[config.mk]
export PLATFORM = sky130hd
export DESIGN_NAME = lcd_timing_ctrl
export DESIGN_NICKNAME = d
export VERILOG_FILES = /design/src/rtl/lcd_timing_ctrl.sv
export SDC_FILE = /design/constraint.sdc
export NUM_CORES = 1
export LEC_CHECK = 0
export BUFFER_PORTS_ARGS = -buffer_cell sky130_fd_sc_hd__buf_2
export CAP_MARGIN = 20
export CORE_MARGIN = 3
export CORE_UTILIZATION = 40
export CTS_BUF_LIST = sky130_fd_sc_hd__clkbuf_2
export DETAILED_ROUTE_END_ITERATION = 6
export SLEW_MARGIN = 25
export SYNTH_ARGS = -nofsm -noshare
export SYNTH_HDL_FRONTEND = slang
export SYNTH_SLANG_ARGS = --single-unit
[constraint.sdc]
create_clock -name CLK -period 2.35 [get_ports CLK]
set_input_delay 0.47 -clock CLK [delete_from_list [all_inputs] [get_ports CLK]]
set_output_delay 0.47 -clock CLK [all_outputs]
set_load 0.1 [all_outputs]
[src/rtl/lcd_timing_ctrl.sv]
// Parallel-RGB LCD raster timing generator: DEN/HSYNC/VSYNC/X/Y plus frame-start
// and divided animation tick, with an ENABLE control that only stops on frame boundaries.
module lcd_timing_ctrl #(
    parameter int LCD_WIDTH  = 480,
    parameter int H_FP       = 8,
    parameter int H_SYNC     = 4,
    parameter int H_BP       = 43,
    parameter int LCD_HEIGHT = 272,
    parameter int V_FP       = 8,
    parameter int V_SYNC     = 4,
    parameter int V_BP       = 12,
    parameter int ANIM_DIV   = 1
) (
    input  logic        CLK,
    input  logic        nRST,
    input  logic        ENABLE,
    output logic        DEN,
    output logic        HSYNC,
    output logic        VSYNC,
    output logic [10:0] X,
    output logic [10:0] Y,
    output logic        FRAME_START,
    output logic        FRAME_TICK,
    output logic        BUSY
);
    localparam int H_TOTAL = LCD_WIDTH + H_FP + H_SYNC + H_BP;
    localparam int V_TOTAL = LCD_HEIGHT + V_FP + V_SYNC + V_BP;
    localparam int DW      = (ANIM_DIV > 1) ? $clog2(ANIM_DIV) : 1;

    localparam logic [10:0] H_ACT  = 11'(LCD_WIDTH);
    localparam logic [10:0] HS_BEG = 11'(LCD_WIDTH + H_FP);
    localparam logic [10:0] HS_END = 11'(LCD_WIDTH + H_FP + H_SYNC);
    localparam logic [10:0] H_LAST = 11'(H_TOTAL - 1);
    localparam logic [10:0] V_ACT  = 11'(LCD_HEIGHT);
    localparam logic [10:0] VS_BEG = 11'(LCD_HEIGHT + V_FP);
    localparam logic [10:0] VS_END = 11'(LCD_HEIGHT + V_FP + V_SYNC);
    localparam logic [10:0] V_LAST = 11'(V_TOTAL - 1);
    localparam logic [DW-1:0] DIV_LAST = DW'(ANIM_DIV - 1);

    typedef enum logic [1:0] {IDLE, RUN, DRAIN} state_t;

    state_t        state;
    logic [10:0]   hcnt, vcnt;
    logic [DW-1:0] div;

    logic h_act, v_act, h_sync, v_sync, line_end, frame_end, vs_fall;

    assign h_act     = hcnt < H_ACT;
    assign v_act     = vcnt < V_ACT;
    assign h_sync    = (hcnt >= HS_BEG) && (hcnt < HS_END);
    assign v_sync    = (vcnt >= VS_BEG) && (vcnt < VS_END);
    assign line_end  = hcnt == H_LAST;
    assign frame_end = line_end && (vcnt == V_LAST);
    // First counter position of the V sync region; its registered decode is the VSYNC fall
    assign vs_fall   = (hcnt == '0) && (vcnt == VS_BEG);

    always_ff @(posedge CLK) begin
        if (!nRST) begin
            state       <= IDLE;
            hcnt        <= '0;
            vcnt        <= '0;
            div         <= '0;
            DEN         <= 1'b0;
            HSYNC       <= 1'b1;
            VSYNC       <= 1'b1;
            X           <= '0;
            Y           <= '0;
            FRAME_START <= 1'b0;
            FRAME_TICK  <= 1'b0;
            BUSY        <= 1'b0;
        end else begin
            BUSY <= (state != IDLE);
            case (state)
                IDLE: begin
                    hcnt        <= '0;
                    vcnt        <= '0;
                    div         <= '0;
                    DEN         <= 1'b0;
                    HSYNC       <= 1'b1;
                    VSYNC       <= 1'b1;
                    X           <= '0;
                    Y           <= '0;
                    FRAME_START <= 1'b0;
                    FRAME_TICK  <= 1'b0;
                    if (ENABLE) state <= RUN;
                end
                default: begin
                    DEN         <= h_act && v_act;
                    X           <= (h_act && v_act) ? hcnt : '0;
                    Y           <= (h_act && v_act) ? vcnt : '0;
                    HSYNC       <= !h_sync;
                    VSYNC       <= !v_sync;
                    FRAME_START <= (hcnt == '0) && (vcnt == '0);
                    FRAME_TICK  <= vs_fall && (div == DIV_LAST);
                    if (vs_fall) div <= (div == DIV_LAST) ? '0 : div + 1'b1;

                    hcnt <= line_end ? '0 : hcnt + 11'd1;
                    if (line_end) vcnt <= frame_end ? '0 : vcnt + 11'd1;

                    // DRAIN keeps counting so a stop request never truncates a frame
                    if (state == RUN) begin
                        if (!ENABLE) state <= DRAIN;
                    end else if (ENABLE) begin
                        state <= RUN;
                    end else if (frame_end) begin
                        state <= IDLE;
                    end
                end
            endcase
        end
    end
endmodule
==> impl_metrics.tcl, run 1 <==
set metrics [dict create \
    synth-seq-cells 52 \
    drive_gt1_share_pct 22.76 \
    worstRegToRegCells 4 \
    grtUsageTotal_pct 14.70 \
    cp_cell_sequence "or4_4 > or4_4 > or4_1 > a21oi_1" \
    cts.clk_slew.worst_paths_ns 0.25 \
    hp-class "in -> reg" \
    grt_pass1_wl_um 6361 \
    yosysUniqueCellTypes 38 \
    dieArea_um2 5669 \
    path_common_cell "or4_4" \
    routed_wl_um 3854 \
    drc 0 \
    post_drt_wl_per_cell_um 12.93 \
    slew_headroom_pct 66.47 \
    cts.sinks 52 \
    crit_required_ns 2.71 \
    grt_setup_unrepaired "false" \
    antenna_cells 0 \
    slew_violations 0 \
    insertion_delay_ns 0.42 \
    clock_path_buffers 2 \
    syn_area_um2 1921 \
    grt_overflow 0 \
    skew_ns 0.02005 \
    dr.pass1.iters 4 \
    path_delay_family "simple AND/OR/NAND/NOR gates" \
    final-seq-area_um2 1041 \
    final_common_cell "dfxtp_1" \
    worst_slack_ns 0.1190 \
    hpwl_um 2628 \
    antenna_found_initial 0 \
    nets 253 \
    dp_cells 289 \
    syn_area_per_cell_um2 9.651 \
    yosysTopAreaCell "dfxtp_1" \
    final_hold_viol_count 0 \
    ys_seq_area_share_pct 54.20 \
    std_cell_rows 24 \
    drtIter0Drc 100 \
    die_h_um 75.29 \
    cap_violations 0 \
    pre_cts_ws_ns 0.07885 \
    grt_start_max_net_pins 24 \
    startpoint_type "register" \
    grt_pass1_vias 1356 \
    top_usage_layer "met1" \
    mostFrequentLayoutCells "52 x dfxtp_1, 30 x buf_2, 20 x and2_1" \
    netlist_instances 199 \
    ctsRootBufferMaster "clkbuf_2" \
    cp_slowest_cell "or4_4" \
    dpl_cell_area_um2 2212 \
    ant_nets 0 \
    dieWidth_um 75.29 \
    initial_utilization_pct 42.64 \
    fin_tns_setup_ns 0 \
    finalNonFillerCells 298 \
    finalSetupViolations 0 \
    max_stage_delay_ns 0.59 \
    port_buffers 30 \
    fill_cells 441 \
    numCtsBuffers 5 \
    p_leak_nw 0.9206 \
    cts_tree "done" \
    cp.depth 4 \
    cts_setup_buffers 0 \
    hold_depth 2 \
    yosys_warnings 0 \
    met2_usage_pct 20.71 \
    synthTopCellsByArea "dfxtp_1 54%, and2_1 6.5%, ha_1 3.3%, xnor2_1 3.2%, nor2_1 3.1%" \
    holdBufCountCts 0 \
    syn_to_final_growth_pct 17.79 \
    grtUsageMet1_pct 21.56 \
    place.gp.congestion 0.7642 \
    irDropWorstVdd_mv 0.2234 \
    htree_num_levels 2 \
    power.density_nw_per_um2 586.9 \
    io_pins 31 \
    crit_path_end_kind "register" \
    fin_crit_ns 2.231 \
    tightest_slew_ns 0.4983 \
    vias 1499 \
    fmax_mhz 448.2 \
    hold_slack_ns 0.1715 \
    use_met3_pct 3.958 \
    synth_top_area_share_pct 54.20 \
    cts_resized 0 \
    outcome "complete, no violations" \
    critPathBufInv 0 \
    crit_type "reg -> reg" \
    core_area_um2 4504 \
    final_area_um2 2262 \
    path_max_fanout 12 \
    multi_input_area_um2 833.3 \
    post-route-period-util_pct 94.94 \
    arrival_ns 2.60 \
    vias_per_cell 5.030 \
]
==> power breakdown <==
part           switching [mW]  internal [mW]
Combinational          0.0728         0.0160
Sequential            0.00418          0.894
Clock                   0.266         0.0742
==> registers in the layout, summed over array words and instances (netlist names), 2 cells and up <==
name and count:
X 11, Y 11, hcnt 11, state 2, vcnt 11
==> final cells by class <==
cell class	count	area share (%)
multi-input combinational	135	36.84
tap	52	2.876
timing repair buffer	44	11.28
clock buffer	6	1.327
inverter	7	1.162
clock inverter	2	0.4978
sequential	52	46.02
==> per-layer routing <==
layer  up-vias  share of wire (%)
met2        35                 42
met5         -                  0
li1        778                  -
met1       677                 52
met3         9                4.3
met4         0                1.9
==> Yosys cell counts, drive strengths merged <==
cell type / instances
o21a: 1
nand4: 4
o31ai: 4
and4: 2
conb: 1
and3: 3
or4: 7
nor3: 6
o41ai: 1
or4b: 1
dfxtp: 52
or3: 5
inv: 7
nor2: 16
o211a: 1
o32ai: 1
nor4: 1
nor4b: 1
xnor2: 7
nand2: 11
o22ai: 1
nor3b: 1
o21ai: 7
a21oi: 9
or2: 1
buf: 4
xor2: 2
and2: 21
nand2b: 1
nand3: 9
clkbuf: 5
ha: 5
a211oi: 1
==> kinds of logic (layout without fill, tap and decap cells) <==
kind of cell	count (synthesis)	after routing	share of synthesized area, %
adder cells (fa/ha/maj)	5	5	3.257
flip-flops	52	52	54.20
AO/OA/AOI/OAI	26	26	8.470
other	1	4	0.1953
buffers and inverters	16	59	3.453
AND/OR/NAND/NOR	90	91	26.32
XOR/XNOR	9	9	4.104
==> worst paths after layout <==
| path | start | end | slack [ns] |
|---|---|---|---|
| worst max-delay path | hcnt[5] | vcnt[9] | 0.12 |
| worst max register to register | hcnt[5] | vcnt[9] | 0.12 |
| worst min register to register | state[1] | state[1] | 0.49 |
| worst min-delay path | ENABLE | state[1] | 0.17 |
==> metrics by stage <==
step | total power [mW] | util [%]
2_1_floorplan | 0.9833 | -
4_1_cts | 1.340 | 50.03
3_5_place_dp | 1.004 | 49.11
3_3_place_gp | 1.003 | 49.11
6_report | 1.328 | 50.22
5_1_grt | 1.390 | 50.22
(Power assumes the default switching activity.)
==> inputs of run 2 (changes only) <==
--- a/config.mk
+++ b/config.mk
@@ -5,9 +5,10 @@
 export SDC_FILE = /design/constraint.sdc
 export NUM_CORES = 1
 export LEC_CHECK = 0
+export ABC_AREA = 1
 export BUFFER_PORTS_ARGS = -buffer_cell sky130_fd_sc_hd__buf_2
 export CAP_MARGIN = 20
-export CORE_MARGIN = 3
+export CORE_MARGIN = 8
 export CORE_UTILIZATION = 40
 export CTS_BUF_LIST = sky130_fd_sc_hd__clkbuf_2
 export DETAILED_ROUTE_END_ITERATION = 6
==> run 2 against run 1 <==
Effect of this change: cell area increased by 3.4%; area after synthesis is 6.9% higher; largest power group unchanged; sequential power up 0.6%; setup slack improved by 0.49 ns; non-clock buffer count decreased by 14; clock skew down 0.0044 ns; clock power rose by 26%; hold slack better by 0.020 ns; global-route usage is 2.6 points lower; fmax rose by 28%.
==> impl_metrics.tcl, run 2 <==
set metrics [dict create \
    outcome "complete, no violations" \
    fin_util_pct 46.38 \
    numCtsBuffers 5 \
    slew_headroom_pct 62.00 \
    grt_setup_unrepaired "false" \
    die_h_um 87.65 \
    tightest_slew_ns 0.5699 \
    dieWidth_um 87.65 \
    skew_ns 0.01568 \
    core_area_um2 5042 \
    dr.pass1.iters 4 \
    startpoint_type "register" \
    dp_cells 363 \
    hp-class "in -> reg" \
    max_stage_delay_ns 0.40 \
    place.gp.congestion 0.8120 \
    cts.sinks 52 \
    use_met3_pct 3.940 \
    grt_overflow 0 \
    startpoint "hcnt[0]" \
    synth-seq-cells 52 \
    hpwl_um 3198 \
    grt_pass1_vias 1657 \
    insertion_delay_ns 0.42 \
    dieArea_um2 7682 \
    cts_setup_buffers 0 \
    drc 0 \
    synth_top_area_share_pct 50.70 \
    antenna_cells 0 \
    cts.clk_slew.worst_paths_ns 0.22 \
    netlist_instances 262 \
    critPathBufInv 1 \
    pre_cts_ws_ns 0.6411 \
    syn_area_um2 2053 \
    path_delay_family "simple AND/OR/NAND/NOR gates" \
    syn_area_per_cell_um2 7.837 \
    ys_seq_area_share_pct 50.70 \
    crit_type "reg -> reg" \
    hp-start "ENABLE" \
    fin_crit_ns 1.744 \
    cap_violations 0 \
    final_hold_viol_count 0 \
    arrival_ns 2.07 \
    grtUsageTotal_pct 12.14 \
    yosys_warnings 0 \
    synth-async-reset-ratio_pct 0 \
    htree_num_levels 2 \
    finalNonFillerCells 369 \
    crit_required_ns 2.68 \
    grt_pass1_wl_um 7438 \
    initial_utilization_pct 40.72 \
    yosysMostFrequentCell "nand2_1" \
    mostFrequentLayoutCells "54 x nand2_1, 52 x dfxtp_1, 48 x nor2_1" \
    post-route-period-util_pct 74.21 \
    p_leak_nw 0.9565 \
    slew_violations 0 \
    nets 308 \
    synth_edf_count 0 \
    synth_common_cells "54 x nand2_1, 52 x dfxtp_1, 48 x nor2_1" \
    dpl_cell_area_um2 2283 \
    fmax_mhz 573.4 \
    cts_tree "done" \
    clock_path_buffers 2 \
    r2r-start "hcnt[0]" \
    post_drt_wl_per_cell_um 11.47 \
    r2r_slack_ns 0.61 \
    cts_resized 0 \
    power.density_nw_per_um2 619.0 \
    drive_gt1_share_pct 19.06 \
    drtIter0Drc 124 \
    io_pins 31 \
    vias_per_cell 4.634 \
    path_max_fanout 16 \
    fin_tns_setup_ns 0 \
    port_buffers 30 \
    ys.flop_type "dfxtp_1" \
    crit_path_end_kind "register" \
    std_cell_rows 26 \
    final_area_um2 2338 \
    ctsRootBufferMaster "clkbuf_2" \
    yosysTopAreaCell "dfxtp_1" \
    final_common_cell "nand2_1" \
    routed_wl_um 4231 \
    worst_slack_ns 0.6062 \
    vias 1710 \
    holdBufCountCts 0 \
    grt_start_max_net_pins 20 \
    syn_to_final_growth_pct 13.89 \
    antenna_found_initial 0 \
    top_usage_layer "met2" \
    met2_usage_pct 19.56 \
    ant_nets 0 \
    cp_cell_sequence "inv_1 > ha_1 > nand2_1 > nor2_1 > nand2_2 > nor2_8 > nand3_1 > nand2_2 > a21oi_1" \
    irDropWorstVdd_mv 0.3666 \
    grtUsageMet1_pct 14.95 \
    synthTopCellsByArea "dfxtp_1 51%, nand2_1 9.9%, nor2_1 8.8%, inv_1 4.8%, nand3_1 3.2%" \
    cp_slowest_cell "dfxtp_1" \
    yosysUniqueCellTypes 31 \
    path_common_cell "nand2_2" \
    finalSetupViolations 0 \
]
## run 2: changes by cell type after synthesis, moves of 5 or more
cell,before,now
and2_1,20,0
clkbuf_1,5,0
nand2_1,11,54
or4_1,5,0
nor2_1,16,48
xnor2_1,7,0
inv_2,0,7
inv_1,7,26
## run 2: final timing paths
| kind | endpoint | cells past startpoint |
|---|---|---|
| setup / recovery | state[1] | 9 |
| hold / removal | state[1] | 2 |
| hold reg to reg | X[7] | 2 |
| setup reg to reg | state[1] | 9 |
## run 2: metal layers
| metal | part of all wire, % | vias to the layer above |
|---|---|---|
| li1 | - | 904 |
| met1 | 49 | 754 |
| met2 | 42 | 45 |
| met3 | 7.5 | 7 |
| met4 | 1.3 | 0 |
| met5 | 0 | - |
## run 2: worst register-to-register path, delay by kind of cell (launching register included)
kind            cells  cell delay [ns]
fa+ha+maj           1             0.16
compound gates      1             0.08
simple gates        6             0.90
buf+inv             1             0.12
flops               1             0.40
## run 2: metrics by stage
stage | hold WS, ns | total power [mW]
floorplan | 0.4405 | 1.015
global placement | 0.4611 | 1.036
detailed placement | 0.4716 | 1.036
CTS | 0.1660 | 1.466
global route | 0.1516 | 1.507
finish | 0.1916 | 1.447
## run 2: kinds of logic after synthesis
| kind of cell | after synthesis | share of synthesized area (%) |
|---|---|---|
| other | 1 | 0.1826 |
| AOI/OAI and AO/OA | 22 | 5.789 |
| buffers and inverters | 35 | 6.947 |
| DFF | 52 | 50.70 |
| xor gates and xnor gates | 1 | 0.4266 |
| and+or+nand+nor | 146 | 32.91 |
| adders and majority gates | 5 | 3.047 |
## run 2: layout make-up
| cell class | instances | area, um2 |
|---|---|---|
| timing repair buffer | 30 | 150.1 |
| clock buffer | 5 | 25.02 |
| tap | 70 | 87.58 |
| clock inverter | 1 | 30.03 |
| fill | 511 | 2704 |
| multi-input combinational | 178 | 880.8 |
| sequential | 52 | 1041 |
| inverter | 33 | 123.9 |
## run 2: where the power goes
| part | total, mW | internal, mW | switching (mW) |
|---|---|---|---|
| logic | 0.116 | 0.0190 | 0.0966 |
| clock network | 0.429 | 0.169 | 0.260 |
| registers | 0.903 | 0.897 | 0.00594 |
==> inputs of run 3 (changes only) <==
--- a/config.mk
+++ b/config.mk
@@ -5,7 +5,7 @@
 export SDC_FILE = /design/constraint.sdc
 export NUM_CORES = 1
 export LEC_CHECK = 0
-export ABC_AREA = 1
+export ABC_AREA = 0
 export BUFFER_PORTS_ARGS = -buffer_cell sky130_fd_sc_hd__buf_2
 export CAP_MARGIN = 20
 export CORE_MARGIN = 8
==> constraint.sdc (replaced) <==
create_clock -name CLK -period 1.65 [get_ports CLK]
set_input_delay 0.33 -clock CLK [delete_from_list [all_inputs] [get_ports CLK]]
set_output_delay 0.33 -clock CLK [all_outputs]
set_load 0.1 [all_outputs]
==> run 3 against run 2 <==
Effect of this change: sequential share of layout area decreased by 4.3 points; setup slack got worse by 0.94 ns; the flow now finishes with violations (negative setup slack); count of clock-buffer cells in the layout unchanged; first-iteration DRC count decreased by 42%.
==> impl_metrics.tcl, run 3 (same netlist as run 1, synthesis figures left out) <==
set metrics [dict create \
    outcome "finished, violations left" \
    failed_checks "negative setup slack" \
    path_max_fanout 6 \
    clock_path_buffers 2 \
    grt_pass1_vias 1578 \
    hold_slack_ns 0.03478 \
    grtUsageTotal_pct 12.70 \
    mostFrequentLayoutCells "48 x dfxtp_1, 35 x buf_4, 30 x buf_2" \
    ctsRootBufferMaster "clkbuf_2" \
    max_stage_delay_ns 0.56 \
    hpwl_um 3063 \
    nets 278 \
    fmax_mhz 504.0 \
    initial_utilization_pct 40.93 \
    irDropWorstVdd_mv 0.3958 \
    fin_util_pct 55.44 \
    antenna_found_initial 0 \
    std_cell_rows 25 \
    final_hold_viol_count 0 \
    cts.sinks 52 \
    grt_start_max_net_pins 16 \
    die_h_um 85.29 \
    cap_violations 0 \
    cts_tree "done" \
    grt_setup_unrepaired "true" \
    startpoint "hcnt[6]" \
    vias_per_cell 4.988 \
    grtUsageMet1_pct 14.98 \
    antenna_cells 0 \
    grt_overflow 0 \
    drive_gt1_share_pct 36.67 \
    holdBufCountCts 0 \
    crit_path_end_kind "register" \
    numCtsBuffers 5 \
    port_buffers 30 \
    crit_required_ns 2.03 \
    hold_depth 2 \
    worst_slack_ns -0.3341 \
    path_common_cell "or4_4" \
    cp_slowest_cell "or4_4" \
    hp-class "in -> reg" \
    cp.depth 4 \
    crit_type "reg -> reg" \
    r2r-start "hcnt[6]" \
    clkPwrFrac_pct 35.5 \
    skew_ns 0.01509 \
    sw_frac_of_total_pct 22.63 \
    critPathBufInv 0 \
    p_comb_share_pct 6.8 \
    dieWidth_um 85.29 \
    use_met3_pct 4.923 \
    switching_power_mw 0.5004 \
    power.density_nw_per_um2 850.0 \
    post-route-period-util_pct 120.2 \
    htree_num_levels 2 \
    startpoint_type "register" \
    power.internal_mw 1.711 \
    vias 1616 \
    drc 0 \
    syn_to_final_growth_pct 35.44 \
    fin_crit_ns 1.984 \
    worstRegToRegCells 4 \
    r2r_slack_ns -0.33 \
    path_delay_family "simple AND/OR/NAND/NOR gates" \
    slew_violations 0 \
    dr.pass1.iters 4 \
    finalSetupViolations 26 \
    cp_cell_sequence "or4_4 > or4_4 > or4_1 > a21oi_1" \
    grt_pass1_wl_um 7534 \
    fin_tns_setup_ns -5.221 \
    arrival_ns 2.37 \
    p_leak_nw 1.097 \
    met2_usage_pct 20.53 \
    top_usage_layer "met2" \
    final_common_cell "dfxtp_1" \
    finalNonFillerCells 324 \
    io_pins 31 \
    post_drt_wl_per_cell_um 13.75 \
    cp-endpoint "vcnt[9]" \
    dp_cells 314 \
    p_seq_share_pct 57.8 \
    drtIter0Drc 72 \
    core_area_um2 4692 \
    dieArea_um2 7274 \
    cts.clk_slew.worst_paths_ns 0.25 \
    place.gp.congestion 0.7963 \
    insertion_delay_ns 0.42 \
    routed_wl_um 4455 \
    ant_nets 0 \
    power_mw 2.211 \
    rr_endpoint "vcnt[9]" \
]
==> run 3: cell types whose count changed in the layout (fill, tap and decap cells not counted), sizes merged, moves of 4 or more <==
cell   delta
xnor2     +7
or4       +9
inv      -26
nand3     -6
o31ai     +4
or3       +4
buf      +38
nand2    -46
nor2     -36
and2     +21
==> run 3: routing by layer <==
layer | share of wire [%] | wire, um
met1 | 47 | 2093
met2 | 46 | 2048
met3 | 5.9 | 264
met4 | 1.1 | 48
met5 | 0 | 0
==> run 3: how the worst min path moves through the flow <==
| stage | startpoint | end |
|---|---|---|
| finish | ENABLE | state[1] |
| global placement | state[1] | state[1] |
| floorplan | ENABLE | state[1] |
| global route | ENABLE | state[1] |
| CTS | ENABLE | state[1] |
| detailed placement | state[1] | state[1] |
==> run 3: metrics by stage <==
stage                     setup WS (ns)  instance area [um2]
after floorplan                 -0.3130                 1962
after global placement          -0.3459                 2414
after detailed placement        -0.3667                 2414
after CTS                       -0.3292                 2571
after global routing            -0.3814                 2601
final                           -0.3341                 2601
==> run 3: area by class of cell <==
class                   instances  area, um2
fillers                       422       2091
inverters                       7      26.28
multi-input cells             136      920.9
well taps                      54      67.56
clock buffers                   5      25.02
flip-flops and latches         52       1046
repair buffers                 68      455.4
clock inverters                 2      60.06
==> run 3: power by group through the flow <==
stage / logic (mW) / clock network [mW] / registers, mW
global placement: 0.144 / 0 / 1.30
CTS: 0.149 / 0.801 / 1.28
floorplan: 0.0285 / 0 / 1.37
detailed placement: 0.145 / 0 / 1.30
global route: 0.158 / 0.840 / 1.28
finish: 0.149 / 0.784 / 1.28
==> run 3: timing repair <==
item	CTS	global route
pin swaps	4	3
resized for setup	13	8
hold endpoints to repair	0	0
buffers inserted	1	0
cloned	2	0
setup endpoints to repair	26	43
